==> src/rtl/pc_pkg.sv <==
// pc_pkg: shared encodings and defaults for the fetch PC sequencer.
// Holds br_op/jmp_op codes, reset/exception vectors and the buffer state type.
package pc_pkg;

    localparam int          PC_ADDR_W    = 32;
    localparam int          PC_JIDX_W    = 26;
    localparam logic [31:0] PC_RESET_VEC = 32'h0000_3000;
    localparam logic [31:0] PC_EXC_VEC   = 32'h0000_4180;

    localparam logic [2:0] BR_NONE = 3'd0;
    localparam logic [2:0] BR_BEQ  = 3'd1;
    localparam logic [2:0] BR_BNE  = 3'd2;
    localparam logic [2:0] BR_BLEZ = 3'd3;
    localparam logic [2:0] BR_BGTZ = 3'd4;
    localparam logic [2:0] BR_BLTZ = 3'd5;
    localparam logic [2:0] BR_BGEZ = 3'd6;
    localparam logic [2:0] BR_RSVD = 3'd7;

    localparam logic [1:0] JMP_NONE = 2'd0;
    localparam logic [1:0] JMP_J    = 2'd1;
    localparam logic [1:0] JMP_JR   = 2'd2;
    localparam logic [1:0] JMP_RSVD = 2'd3;

    typedef enum logic {
        PEND_EMPTY,
        PEND_FULL
    } pend_e;

endpackage

==> src/rtl/pc_sequencer_br_cmp.sv <==
// br_cmp: combinational branch-condition evaluator (signed 32-bit compares).
// Ports: br_op (branch code), br_a/br_b (forwarded rs/rt), taken (condition met).
module br_cmp
    import pc_pkg::*;
(
    input  logic [2:0]  br_op,
    input  logic [31:0] br_a,
    input  logic [31:0] br_b,
    output logic        taken
);

    logic a_eq_b;
    logic a_neg;
    logic a_zero;

    assign a_eq_b = (br_a == br_b);
    assign a_neg  = br_a[31];
    assign a_zero = (br_a == 32'd0);

    always_comb begin
        taken = 1'b0;
        unique case (1'b1)
            (br_op == BR_BEQ):  taken = a_eq_b;
            (br_op == BR_BNE):  taken = !a_eq_b;
            (br_op == BR_BLEZ): taken = a_neg || a_zero;
            (br_op == BR_BGTZ): taken = !a_neg && !a_zero;
            (br_op == BR_BLTZ): taken = a_neg;
            (br_op == BR_BGEZ): taken = !a_neg;
            default:            taken = 1'b0;
        endcase
    end

endmodule

==> src/rtl/pc_sequencer.sv <==
// pc_sequencer: F-stage PC register with branch/jump/exception/eret redirects
// and a one-entry pending-redirect buffer that survives F stalls.
// Ports: clk, reset (async, active-low), stall, br_op, jmp_op, br_a, br_b,
//   imm16, imm26, pc4_d, exc_req, eret_req, epc -> pc, pc4, redirect,
//   pend_valid; adel_pc only when PC_ALIGN_CHECK_EN is defined.
// Optional macro: PC_ALIGN_CHECK_EN (misaligned jr/eret target -> EXC_VEC).
module pc_sequencer
    import pc_pkg::*;
#(
    parameter int                ADDR_W    = PC_ADDR_W,
    parameter logic [ADDR_W-1:0] RESET_VEC = ADDR_W'(PC_RESET_VEC),
    parameter logic [ADDR_W-1:0] EXC_VEC   = ADDR_W'(PC_EXC_VEC),
    parameter int                JIDX_W    = PC_JIDX_W
)
(
    input  logic              clk,
    input  logic              reset,
    input  logic              stall,
    input  logic [2:0]        br_op,
    input  logic [1:0]        jmp_op,
    input  logic [31:0]       br_a,
    input  logic [31:0]       br_b,
    input  logic [15:0]       imm16,
    input  logic [JIDX_W-1:0] imm26,
    input  logic [ADDR_W-1:0] pc4_d,
    input  logic              exc_req,
    input  logic              eret_req,
    input  logic [ADDR_W-1:0] epc,
    output logic [ADDR_W-1:0] pc,
    output logic [ADDR_W-1:0] pc4,
    output logic              redirect,
    output logic              pend_valid
`ifdef PC_ALIGN_CHECK_EN
    ,
    output logic              adel_pc
`endif
);

    logic              taken;
    logic              is_j;
    logic              is_jr;
    logic              ctl_hit;
    logic [ADDR_W-1:0] imm_sext;
    logic [ADDR_W-1:0] br_tgt;
    logic [ADDR_W-1:0] j_tgt;
    logic [ADDR_W-1:0] jr_tgt;
    logic [ADDR_W-1:0] ctl_tgt;
    logic              eret_bad;
    logic              jr_bad;

    logic [ADDR_W-1:0] pc_q;
    logic [ADDR_W-1:0] pc_nxt;
    logic [ADDR_W-1:0] tgt_q;
    logic [ADDR_W-1:0] tgt_nxt;
    pend_e             pend_q;
    pend_e             pend_nxt;
    logic              redir_q;
    logic              redir_nxt;

    br_cmp u_br_cmp (
        .br_op (br_op),
        .br_a  (br_a),
        .br_b  (br_b),
        .taken (taken)
    );

    assign is_j     = (jmp_op == JMP_J);
    assign is_jr    = (jmp_op == JMP_JR);
    assign ctl_hit  = taken || is_j || is_jr;

    assign imm_sext = {{(ADDR_W-16){imm16[15]}}, imm16};
    assign br_tgt   = pc4_d + (imm_sext << 2);
    assign j_tgt    = {pc4_d[ADDR_W-1:JIDX_W+2], imm26, 2'b00};
    assign jr_tgt   = ADDR_W'(br_a);

    // A jump in D takes precedence over a branch code in the same slot.
    assign ctl_tgt  = is_jr ? jr_tgt :
                      is_j  ? j_tgt  : br_tgt;

`ifdef PC_ALIGN_CHECK_EN
    assign eret_bad = eret_req && (epc[1:0] != 2'b00);
    assign jr_bad   = is_jr && (jr_tgt[1:0] != 2'b00);
`else
    assign eret_bad = 1'b0;
    assign jr_bad   = 1'b0;
`endif

    assign pc4 = pc_q + ADDR_W'(4);

    always_comb begin
        pc_nxt    = pc4;
        tgt_nxt   = tgt_q;
        pend_nxt  = pend_q;
        redir_nxt = 1'b0;
        if (exc_req) begin
            pc_nxt    = EXC_VEC;
            pend_nxt  = PEND_EMPTY;
            redir_nxt = 1'b1;
        end else if (eret_req) begin
            pc_nxt    = eret_bad ? EXC_VEC : epc;
            pend_nxt  = PEND_EMPTY;
            redir_nxt = 1'b1;
        end else if (jr_bad) begin
            // Misaligned jr traps immediately, even under stall.
            pc_nxt    = EXC_VEC;
            pend_nxt  = PEND_EMPTY;
            redir_nxt = 1'b1;
        end else if (stall) begin
            pc_nxt = pc_q;
            if (ctl_hit) begin
                tgt_nxt  = ctl_tgt;
                pend_nxt = PEND_FULL;
            end
        end else if (ctl_hit) begin
            pc_nxt    = ctl_tgt;
            pend_nxt  = PEND_EMPTY;
            redir_nxt = 1'b1;
        end else if (pend_q == PEND_FULL) begin
            pc_nxt    = tgt_q;
            pend_nxt  = PEND_EMPTY;
            redir_nxt = 1'b1;
        end
    end

    always_ff @(posedge clk or negedge reset) begin
        if (!reset) begin
            pc_q    <= RESET_VEC;
            tgt_q   <= '0;
            pend_q  <= PEND_EMPTY;
            redir_q <= 1'b0;
        end else begin
            pc_q    <= pc_nxt;
            tgt_q   <= tgt_nxt;
            pend_q  <= pend_nxt;
            redir_q <= redir_nxt;
        end
    end

`ifdef PC_ALIGN_CHECK_EN
    logic adel_q;

    always_ff @(posedge clk or negedge reset) begin
        if (!reset) begin
            adel_q <= 1'b0;
        end else begin
            adel_q <= !exc_req && (eret_req ? eret_bad : jr_bad);
        end
    end

    assign adel_pc = adel_q;
`endif

    assign pc         = pc_q;
    assign redirect   = redir_q;
    assign pend_valid = (pend_q == PEND_FULL);

endmodule

==> config.mk <==
export PLATFORM = sky130hd
export DESIGN_NAME = pc_sequencer
export DESIGN_NICKNAME = d
export VERILOG_FILES = /design/src/rtl/pc_pkg.sv /design/src/rtl/pc_sequencer_br_cmp.sv /design/src/rtl/pc_sequencer.sv
export SDC_FILE = /design/constraint.sdc
export NUM_CORES = 1
export LEC_CHECK = 0
export BUFFER_PORTS_ARGS = -buffer_cell sky130_fd_sc_hd__buf_2
export CAP_MARGIN = 20
export CORE_MARGIN = 2
export CORE_UTILIZATION = 30
export DETAILED_ROUTE_END_ITERATION = 7
export PLACE_DENSITY = 0.54
export SYNTH_ARGS = -nofsm -noshare
export SYNTH_HDL_FRONTEND = slang
export SYNTH_SLANG_ARGS = --single-unit
==> constraint.sdc <==
create_clock -name clk -period 2.4 [get_ports clk]
set_input_delay 0.12 -clock clk [delete_from_list [all_inputs] [get_ports clk]]
set_output_delay 0.12 -clock clk [all_outputs]
set_load 0.01 [all_outputs]
; ---- After elaboration in Yosys (flattened, before gate mapping)
; Cells that the tools add are included.
[classes]
n_addsub = 2
eq_ne = 11
muxes = 17
bitwise = 2
n_reduce_logical = 9
[op_table]
columns = op, n
row1 = two-way mux 32 bit, 7
row2 = "adder 32 x 3 -> 32 bit, second input constant", 1
row3 = adder 32 bit, 1
row4 = equality test 32 bit, 1
row5 = zero test 32 bit, 1
row6 = "equality test 3 bit, second input constant", 3
row7 = two-way mux 1 bit, 9
row8 = "equality test 3 x 2 -> 1 bit, second input constant", 2
row9 = case mux 1 bit (6 select lines), 1
row10 = "inequality test 4 x 1 -> 1 bit, second input constant", 1
row11 = AND reduction 4 bit, 1
row12 = "equality test 3 x 1 -> 1 bit, second input constant", 1
row13 = zero test 1 bit, 3
row14 = logical OR 1 bit, 3
row15 = "inequality test 3 x 1 -> 1 bit, second input constant", 1
row16 = "equality test 2 x 1 -> 1 bit, second input constant", 1
row17 = "equality test 2 bit, second input constant", 1
row18 = inverter 1 bit, 2
row19 = logical AND 1 bit, 1
[totals]
reg_bits = 66
in_bits = 180
output_inout_bits = 66
word_cells = 45

; ---- Depth between registers and ports, before layout
; Gate-level depths: netlist of run 1.
[depth]
depth_word = 10
depth_mapped = 12
ltp_nobuf = 12

; ---- Modules after synthesis
; Synthesis of run 1 repeated with hierarchy kept, for this count alone.
[hier_totals]
cells_unflattened = 901
area_unflattened_um2 = 6949.2
[by_module_without_submodules]
columns = mod, instances, cells_each, area_per_inst_um2, seq_area_each_um2
row1 = pc_sequencer, 1, 840, 6465.0, 1654.1
row2 = br_cmp, 1, 61, 484.2, 0.0

; ---- Least setup slack after synthesis of run 1
; No wires, ideal clock.
[synth_timing]
path_type = reg2reg
startpoint = register pc_q[12] (netlist: pc[12])
endpoint = register pc_q[28] (netlist: pc[28])
setup_time_ns = 0.077
arrival_ns = 2.393
required_time_ns = 2.323
path_slack_ns = -0.070
stages_incl_launch_ff = 10
n_path_buf = 0
synth_period_minus_slack_ns = 2.470
path_cell_list = dfstp_2 -> and3_1 -> nand2_1 -> nor3_2 -> nand3_1 -> nor2_1 -> xor2_1 -> mux2i_1 -> a311o_1 -> a21oi_1
[synth_via]
elab_chain_len = 6
[synth_rtl]
columns = element, line
row1 = "start, declared", pc_sequencer.sv:51  ; logic [ADDR_W-1:0] pc_q;
row2 = "start signal, assigned", pc_sequencer.sv:132  ; pc_q <= pc_nxt;
row3 = adder 32 x 3 -> 32 bit, pc_sequencer.sv:88  ; assign pc4 = pc_q + ADDR_W'(4);
row4 = via pc4[28], pc_sequencer.sv:30  ; output logic [ADDR_W-1:0] pc4,
row5 = two-way mux 32 bit, pc_sequencer.sv:118  ; end else if (pend_q == PEND_FULL) begin
row6 = two-way mux 32 bit, pc_sequencer.sv:114  ; end else if (ctl_hit) begin
row7 = two-way mux 32 bit, pc_sequencer.sv:108  ; end else if (stall) begin
row8 = two-way mux 32 bit, pc_sequencer.sv:99  ; end else if (eret_req) begin
row9 = two-way mux 32 bit, pc_sequencer.sv:95  ; if (exc_req) begin
; The timed path passes the listed nets, and every way through them passes these cells. The select of a mux whose other input is x is not followed.
; A chain may end at the register's enable or synchronous reset.

; ---- Final worst setup path of run 1
[layout_timing]
startpoint = register pc_q[12] (netlist: pc[12])
endpoint = output port pc4[26]
[layout_via]
elab_chain_len = 1
[layout_rtl]
columns = element, line
row1 = adder 32 x 3 -> 32 bit, pc_sequencer.sv:88
row2 = "end, declared", pc_sequencer.sv:30
; No other way between the ends.

==> results.json, run 1 <==
{
  "reg2regPathDepth": 9,
  "clk_path_buf_depth": 2,
  "first_pass_iters": 6,
  "ir_worst_vdd_mv": 0.302,
  "vias": 8631,
  "p_total_mw": 5.02,
  "ys_ff_latch": 66,
  "io_buffers": 245,
  "syn-mean-instance-area_sq_um": 7.86,
  "cp-end-kind": "output port",
  "synth_flop_cell": "dfrtp_1",
  "whs_ns": 0.00362,
  "final_nets": 1524,
  "drc_errors": 0,
  "clk_pin_slew_worst_paths_ns": 0.05,
  "synth.most_common_cell": "nand2_1",
  "grt_max_degree": 67,
  "r2r-end": "pc[19]",
  "max_clock_freq_mhz": 420,
  "initial_utilization_pct": 30.5,
  "period_needed_ns": 2.38,
  "maxCapViolCount": 0,
  "grt_first_pass_wirelength_um": 46300,
  "power_leakage_nw": 5.23,
  "max_stage_delay_ns": 0.52,
  "min_path_type": "input pin to register",
  "setup_viol": 0,
  "clock-skew-final_ns": 0.00677,
  "slew_headroom_pct": 61.9,
  "rsz0062_at_grt": "yes",
  "netlist.area_leader.share_pct": 22.4,
  "synth_area_sq_um": 7160,
  "cp_slowest_cell": "dfstp_2",
  "grt_pass1_vias": 8223,
  "cts_root_buffer": "clkbuf_16",
  "synth-async-reset-ratio_pct": 100,
  "ys_top_cells_by_area": "dfrtp_1 22%, xor2_1 5.5%, nand2_1 5.5%, ha_1 5.2%, mux2i_1 4.9%",
  "wl_per_cell_um": 18.9,
  "drtIter0Drc": 669,
  "dp_cells": 1611,
  "layout.cells.non_filler": 1638,
  "numCtsBuffers": 9,
  "fillers": 2435,
  "pwr_density_cell_nw_per_um2": 464,
  "synth_top_cells_by_count": "104 x nand2_1, 69 x nor2_1, 66 x a21oi_1",
  "critPathLaunchType": "register",
  "cp_max_fo": 3,
  "synth_edf_count": 0,
  "synth-seq-area-share_pct": 23.1,
  "r2r-start": "pc[2]",
  "synth_area_leader_cell": "dfrtp_1",
  "yosysWarnings": 0,
  "period_share_pct": 99.1,
  "totalWireLength_um": 31000,
  "critPathTopFamily": "simple AND/OR/NAND/NOR gates",
  "path_cells": "and3_1 > nand2_1 > nor3_4 > nand3_1 > buf_4 > nor2_1 > xor2_1 > buf_2",
  "htreeDepth": 3,
  "globalplace.congestion": 0.872,
  "area_growth_pct": 51.2,
  "syn_nets": 1122,
  "die_area_sq_um": 25100,
  "fin_setup_tns_ns": 0,
  "worstHoldStart": "epc[6]",
  "routed_via_density": 5.27,
  "worst-path-buf-inv": 2,
  "cp.required_ns": 2.28,
  "row_count": 56,
  "clk_latency_ns": 0.33,
  "cp.depth": 8,
  "final_util_pct": 46.1,
  "worstMarginPinSlew_ns": 0.570,
  "syn-instance-count": 911,
  "gr-usage-all-layers_pct": 24.2,
  "grt.overflow.total": 0,
  "slew_violations": 0,
  "outcome": "complete, no violations",
  "hold_end": "pc[6]",
  "core_area_sq_um": 23500,
  "hold_depth": 3,
  "synth_cell_types": 80,
  "cts_tree": "yes",
  "cts.sinks": 66,
  "critPathKind": "register to output port",
  "ant_nets": 0,
  "die_h_um": 158,
  "fp.dieW_um": 158,
  "hold_violations": 0,
  "antenna_found_initial": 2,
  "ioPinCount": 246,
  "place.detailed.hpwl_um": 25700,
  "drive_gt1_share_pct": 41.7,
  "regToRegSetupSlack_ns": 0.06,
  "cp.arrival_ns": 2.26
}
==> layout make-up <==
cell class              instances  area (sq um)  share of cell area [%]
multi-input cells             768          5560                    51.3
repair buffers                443          2820                    26.0
flip-flops and latches         66          1650                    15.3
well taps                     319           399                    3.69
clock buffers                  11           253                    2.33
inverters                      25          93.8                   0.867
clock inverters                 5          52.6                   0.485
diodes                          1          2.50                  0.0231
==> worst min-delay path, delay by kind of cell <==
family / cells / cell delay [ns]
compound gates: 1 / 0.06
buf+inv: 1 / 0.08
simple gates: 1 / 0.04
==> worst max path at each step <==
stage                          from         to  slack (ns)
final                        pc[12]    pc4[26]        0.02
after global routing          pc[3]     pc[20]       -0.13
after CTS                  imm16[0]  tgt_q[18]       -0.02
after detailed placement   imm16[0]     pc[26]       -0.46
after global placement     imm16[0]     pc[26]       -0.39
after floorplan           imm16[15]     pc[31]      -0.008
==> stage by stage <==
| stage | worst slack [ns] | area [sq um] |
|---|---|---|
| finish | 0.0211 | 10800 |
| global placement | -0.385 | 10000 |
| detailed placement | -0.461 | 10000 |
| global route | -0.129 | 10800 |
| floorplan | -0.00754 | 7190 |
| CTS | -0.0220 | 10500 |
==> metal layers <==
metal | global-route usage [%] | vias to the layer above | wire length [um]
met5 | 0 | - | 13
met3 | 3.35 | 36 | 1930
li1 | - | 4193 | -
met2 | 40.0 | 354 | 14200
met4 | 6.13 | 2 | 582
met1 | 33.4 | 4046 | 14300
==> cells in the final DEF (no fill, tap or decap), types with 13 or more instances in the layout <==
master / n
nor3_1: 22
xnor2_1: 24
mux2i_1: 32
buf_2: 243
o21ai_0: 57
dfrtp_1: 64
nand3_1: 17
inv_1: 23
nor2_1: 65
a21oi_1: 55
o21ai_1: 19
nand2_1: 103
ha_1: 21
buf_4: 186
nand4_1: 16
a211oi_1: 14
xor2_1: 42
nor4_1: 13
or3_1: 18
a21o_1: 17
==> report_power, final <==
group | total, mW | switching, mW | internal (mW)
Combinational | 2.23 | 1.17 | 1.06
Sequential | 1.45 | 0.140 | 1.31
Clock | 1.34 | 0.488 | 0.854
Total | 5.02 | 1.80 | 3.22
==> flip-flops by register name, summed over array words and instances (netlist names) <==
name	count
tgt_q	32
pc	32
redirect	1
pend_valid	1
==> what timing repair did <==
| action | in CTS | in global routing |
|---|---|---|
| cloned | 0 | 0 |
| setup buffers | 3 | 3 |
| endpoints found under the hold margin | 67 | 0 |
| gates resized for setup | 11 | 69 |
| setup endpoints to repair | 16 | 60 |
| pin swaps | 7 | 27 |
| hold buffers | 4 | 0 |
==> logic make-up after synthesis <==
| kind of cell | share of synthesized area, % |
|---|---|
| xor+xnor | 8.81 |
| flops | 23.1 |
| fa+ha+maj | 5.66 |
| mux | 7.57 |
| buf+inv | 4.86 |
| compound gates | 28.5 |
| simple gates | 21.5 |
Note: power is estimated with default switching activity, not from simulation.
==> run 2: changes to the inputs <==
--- a/config.mk
+++ b/config.mk
@@ -10,7 +10,6 @@
 export CORE_MARGIN = 2
 export CORE_UTILIZATION = 30
 export DETAILED_ROUTE_END_ITERATION = 7
-export PLACE_DENSITY = 0.54
 export SYNTH_ARGS = -nofsm -noshare
 export SYNTH_HDL_FRONTEND = slang
 export SYNTH_SLANG_ARGS = --single-unit
==> results.json, run 2 (synthesis gave the netlist of run 1 again) <==
{
  "outcome": "complete, no violations",
  "antenna_found_initial": 5,
  "drc_errors": 0,
  "layout.cells.non_filler": 1635,
  "final_nets": 1519,
  "critPathKind": "input pin to register",
  "whs_ns": 0.00706,
  "drive_gt1_share_pct": 42.1,
  "regToRegSetupSlack_ns": 0.06,
  "globalplace.congestion": 0.905,
  "cp_max_fo": 10,
  "drtIter0Drc": 689,
  "period_share_pct": 97.8,
  "clock-skew-final_ns": 0.00554,
  "place.detailed.hpwl_um": 25400,
  "placed_cell_area_sq_um": 9980,
  "pwr_density_cell_nw_per_um2": 459,
  "routed_via_density": 5.36,
  "p_total_mw": 4.96,
  "ir_worst_vdd_mv": 0.306,
  "grt.overflow.total": 0,
  "first_pass_iters": 6,
  "layout_commonest_cell": "buf_2",
  "cts.sinks": 66,
  "slew_violations": 0,
  "grt_first_pass_wirelength_um": 46500,
  "core_area_sq_um": 23500,
  "clk_latency_ns": 0.34,
  "finalInstanceArea_sq_um": 10800,
  "grt_max_degree": 52,
  "cts_root_buffer": "clkbuf_16",
  "cp_slowest_cell": "nor4_2",
  "htreeDepth": 3,
  "setup_viol": 0,
  "power_leakage_nw": 5.23,
  "p_int_mw": 3.16,
  "ant_nets": 0,
  "die_area_sq_um": 25100,
  "critPathLaunchType": "input pin",
  "swShare_pct": 36.4,
  "wl_per_cell_um": 19.0,
  "pwr-share-seq_pct": 29.4,
  "cts_tree": "yes",
  "clk_path_buf_depth": 2,
  "critPathTopFamily": "compound AO/OA/AOI/OAI gates",
  "fp.dieW_um": 158,
  "grt_pass1_vias": 8322,
  "rsz0062_at_grt": "yes",
  "path_cells": "buf_2 > nor4_2 > nand2_1 > nor4_2 > buf_4 > o21bai_2 > a221oi_4 > buf_4 > a21oi_4 > buf_12 > mux2i_1 > a221o_1 > o211a_1",
  "power_frac_comb_pct": 44.4,
  "dp_cells": 1602,
  "final_util_pct": 46.0,
  "switching_power_mw": 1.80,
  "hold_violations": 0,
  "cp.required_ns": 2.62,
  "area_growth_pct": 50.9,
  "ioPinCount": 246,
  "max_clock_freq_mhz": 426,
  "numCtsBuffers": 9,
  "slew_headroom_pct": 58.9,
  "min_path_type": "input pin to register",
  "final_cell_mix": "243 x buf_2, 180 x buf_4, 102 x nand2_1",
  "initial_utilization_pct": 30.5,
  "cp.arrival_ns": 2.56,
  "vias": 8759,
  "period_needed_ns": 2.35,
  "p_clk_share_pct": 26.2,
  "max_stage_delay_ns": 0.33,
  "totalWireLength_um": 31100,
  "clk_pin_slew_worst_paths_ns": 0.05,
  "row_count": 56,
  "worst-path-buf-inv": 4,
  "gr-usage-all-layers_pct": 24.3,
  "die_h_um": 158,
  "io_buffers": 245,
  "maxCapViolCount": 0,
  "cp-end-kind": "register",
  "worstMarginPinSlew_ns": 0.614
}
-- run 2: changes by cell type in the layout (fill, tap and decap cells not counted), moves of 3 or more --
| cell | before | now |
|---|---|---|
| buf_4 | 186 | 180 |
| ha_1 | 21 | 25 |
| a21oi_2 | 11 | 8 |
| ha_4 | 9 | 5 |
| nor4_2 | 3 | 6 |
| a21oi_1 | 55 | 58 |
-- run 2: final timing paths --
| check | start | endpoint | cells after the start |
|---|---|---|---|
| min reg2reg | tgt_q[28] | tgt_q[28] | 2 |
| min | epc[11] | pc[11] | 3 |
| min in group asynchronous | reset | pc[0] | 2 |
| max in group asynchronous | reset | pc[2] | 3 |
| max | br_a[7] | pc[2] | 13 |
| max reg2reg | pc[2] | pc[20] | 11 |
-- run 2: through the flow --
stage | worst slack [ns] | setup TNS [ns]
after detailed placement | -0.452 | -14.93
after floorplan | -0.00754 | -0.00754
after global routing | -0.0374 | -0.206
after CTS | 0.0144 | 0
final | 0.0534 | 0
after global placement | -0.479 | -9.97
-- run 2: cell type report --
cell class	count	area [sq um]
Fill cell	2365	12700
Multi-Input combinational cell	768	5570
Timing Repair Buffer	438	2780
Sequential cell	66	1660
Tap cell	319	399
Clock buffer	14	284
Inverter	25	93.8
Clock inverter	2	10.0
Antenna cell	3	7.51
-- run 2: tightest hold or removal path, delay by kind of cell --
| kind | cells | cell delay (ns) |
|---|---|---|
| buf+inv | 1 | 0.09 |
| simple gates | 1 | 0.04 |
| compound gates | 1 | 0.06 |
-- run 2: timing repair --
item	CTS	global route
pin swaps	6	30
hold endpoints to repair	16	0
endpoints found under the setup margin	14	51
gates resized for setup	11	80
hold buffers	4	0
buffers inserted	7	4
-- run 2: power groups by stage --
| stage | Clock, mW | Combinational (mW) | Sequential, mW |
|---|---|---|---|
| 2_1_floorplan | 0 | 1.09 | 1.46 |
| 3_3_place_gp | 0 | 2.05 | 1.46 |
| 3_5_place_dp | 0 | 2.07 | 1.47 |
| 4_1_cts | 1.31 | 2.10 | 1.45 |
| 5_1_grt | 1.36 | 2.40 | 1.49 |
| 6_report | 1.30 | 2.20 | 1.46 |
-- run 2: metal layers --
layer / GRT usage (%) / routed length, um
met1: 33.6 / 13700
met4: 7.59 / 785
met3: 4.57 / 2780
met2: 38.4 / 13800
met5: 0 / 23
==> run 3: changes to the inputs <==
--- a/config.mk
+++ b/config.mk
@@ -6,10 +6,12 @@
 export NUM_CORES = 1
 export LEC_CHECK = 0
 export BUFFER_PORTS_ARGS = -buffer_cell sky130_fd_sc_hd__buf_2
-export CAP_MARGIN = 20
+export CAP_MARGIN = 15
+export CORE_ASPECT_RATIO = 1.1
 export CORE_MARGIN = 2
 export CORE_UTILIZATION = 30
 export DETAILED_ROUTE_END_ITERATION = 7
 export SYNTH_ARGS = -nofsm -noshare
 export SYNTH_HDL_FRONTEND = slang
 export SYNTH_SLANG_ARGS = --single-unit
+export TNS_END_PERCENT = 20
==> results.json, run 3 (synthesis gave the netlist of run 1 again) <==
{
  "outcome": "complete, no violations",
  "switching_power_mw": 1.81,
  "io_buffers": 245,
  "drive_gt1_share_pct": 41.6,
  "globalplace.congestion": 0.918,
  "clk_pin_slew_worst_paths_ns": 0.06,
  "cts_tree": "yes",
  "vias": 8675,
  "die_area_sq_um": 25100,
  "cp-end-kind": "register",
  "clock-skew-final_ns": 0.00764,
  "cp.required_ns": 2.62,
  "routed_via_density": 5.35,
  "pwr_density_cell_nw_per_um2": 475,
  "cp.arrival_ns": 2.56,
  "grt_max_degree": 67,
  "slew_headroom_pct": 55.2,
  "power_frac_comb_pct": 42.9,
  "clk_latency_ns": 0.34,
  "die_h_um": 166,
  "pwr-share-seq_pct": 28.7,
  "cts_root_buffer": "clkbuf_16",
  "cp_max_fo": 3,
  "layout_commonest_cell": "buf_2",
  "critPathKind": "register to register",
  "initial_utilization_pct": 30.4,
  "area_growth_pct": 49.5,
  "rsz0062_at_grt": "yes",
  "row_count": 59,
  "ant_nets": 0,
  "fin_setup_tns_ns": 0,
  "htreeDepth": 3,
  "clk_path_buf_depth": 2,
  "swShare_pct": 35.6,
  "worstMarginPinSlew_ns": 0.668,
  "maxCapViolCount": 0,
  "final_cell_mix": "244 x buf_2, 185 x buf_4, 101 x nand2_1",
  "place.detailed.hpwl_um": 25100,
  "period_needed_ns": 2.34,
  "drc_errors": 0,
  "grt.overflow.total": 0,
  "critPathLaunchType": "register",
  "min_path_type": "input pin to register",
  "ioPinCount": 246,
  "p_total_mw": 5.09,
  "p_clk_share_pct": 28.4,
  "ir_worst_vdd_mv": 0.301,
  "antenna_found_initial": 3,
  "core_area_sq_um": 23500,
  "numCtsBuffers": 9,
  "period_share_pct": 97.4,
  "power_leakage_nw": 5.19,
  "cts.sinks": 66,
  "hold_violations": 0,
  "totalWireLength_um": 30600,
  "final_nets": 1520,
  "grt_pass1_vias": 8427,
  "gr-usage-all-layers_pct": 23.7,
  "wl_per_cell_um": 18.9,
  "drtIter0Drc": 505,
  "setup_viol": 0,
  "first_pass_iters": 5,
  "fp.dieW_um": 151,
  "grt_first_pass_wirelength_um": 46200,
  "slew_violations": 0,
  "p_int_mw": 3.28,
  "fillers": 2348,
  "max_clock_freq_mhz": 428
}
run 3: cell types whose count changed in the layout (fill, tap and decap cells not counted), moves of 3 or more:
cell | previous run | this run
nor2_1 | 63 | 66
clkbuf_8 | 4 | 1
buf_4 | 180 | 185
o311ai_0 | 1 | 4
buf_6 | 5 | 2
clkinvlp_4 | 0 | 4
o311ai_1 | 3 | 0
a211oi_2 | 6 | 2
a211oi_1 | 12 | 16
run 3: final timing paths:
check	start	end	slack, ns	cells past startpoint
max	pc[2]	pc[20]	0.06	11
min	epc[7]	pc[7]	0.01	3
max reg2reg	pc[2]	pc[20]	0.06	11
min reg2reg	tgt_q[19]	tgt_q[19]	0.48	2
max in group asynchronous	reset	pc[13]	1.73	3
min in group asynchronous	reset	pc[8]	0.31	3
run 3: per-layer routing:
layer | up-vias | GRT usage (%) | routed length, um
met2 | 363 | 38.7 | 14100
met3 | 48 | 3.46 | 2240
li1 | 4180 | - | -
met4 | 4 | 6.99 | 782
met1 | 4080 | 32.4 | 13500
met5 | - | 0 | 27
run 3: critical path: stages, from the launching register on:
cell	delay, ns
dfrtp_1	0.41
ha_4	0.18
nand3_4	0.10
nor3_2	0.13
buf_4	0.17
and2_4	0.15
nand4_1	0.15
xnor2_2	0.21
mux2i_1	0.14
nor3_1	0.06
a221o_1	0.28
a22o_1	0.24
run 3: cell type report:
| class | instances | area, sq um | area share, % |
|---|---|---|---|
| antenna | 1 | 2.50 | 0.0234 |
| clock buffer | 10 | 239 | 2.23 |
| clock inverter | 6 | 90.1 | 0.842 |
| inverter | 25 | 93.8 | 0.877 |
| multi-input combinational | 768 | 5490 | 51.3 |
| sequential | 66 | 1660 | 15.5 |
| tap | 305 | 382 | 3.57 |
| timing repair buffer | 439 | 2750 | 25.7 |
run 3: power by group through the flow:
stage	clock [mW]	combinational, mW	sequential, mW
after floorplan	0	1.09	1.46
after global placement	0	2.04	1.46
after CTS	1.47	2.08	1.45
after detailed placement	0	2.06	1.47
final	1.45	2.18	1.46
after global routing	1.51	2.39	1.49
run 3: repair_timing:
item                                    CTS  global route
endpoints found under the setup margin   10            63
resized for setup                         7            71
pin swaps                                 3            26
hold endpoints to repair                 67             0
hold buffers                              4             0
buffers inserted                          0             8
run 3: stage by stage:
step                utilization [%]  cell area, sq um  instances  setup slack (ns)  hold WS (ns)
CTS                            43.8             10300       1611           -0.0104        0.0135
finish                         45.4             10700       1620            0.0632        0.0144
floorplan                         -              7170        911           -0.0527        -0.176
detailed placement             42.1              9920       1591            -0.373         0.169
global placement               42.1              9920       1591            -0.346         0.173
global route                   45.4             10700       1620           -0.0590        0.0343
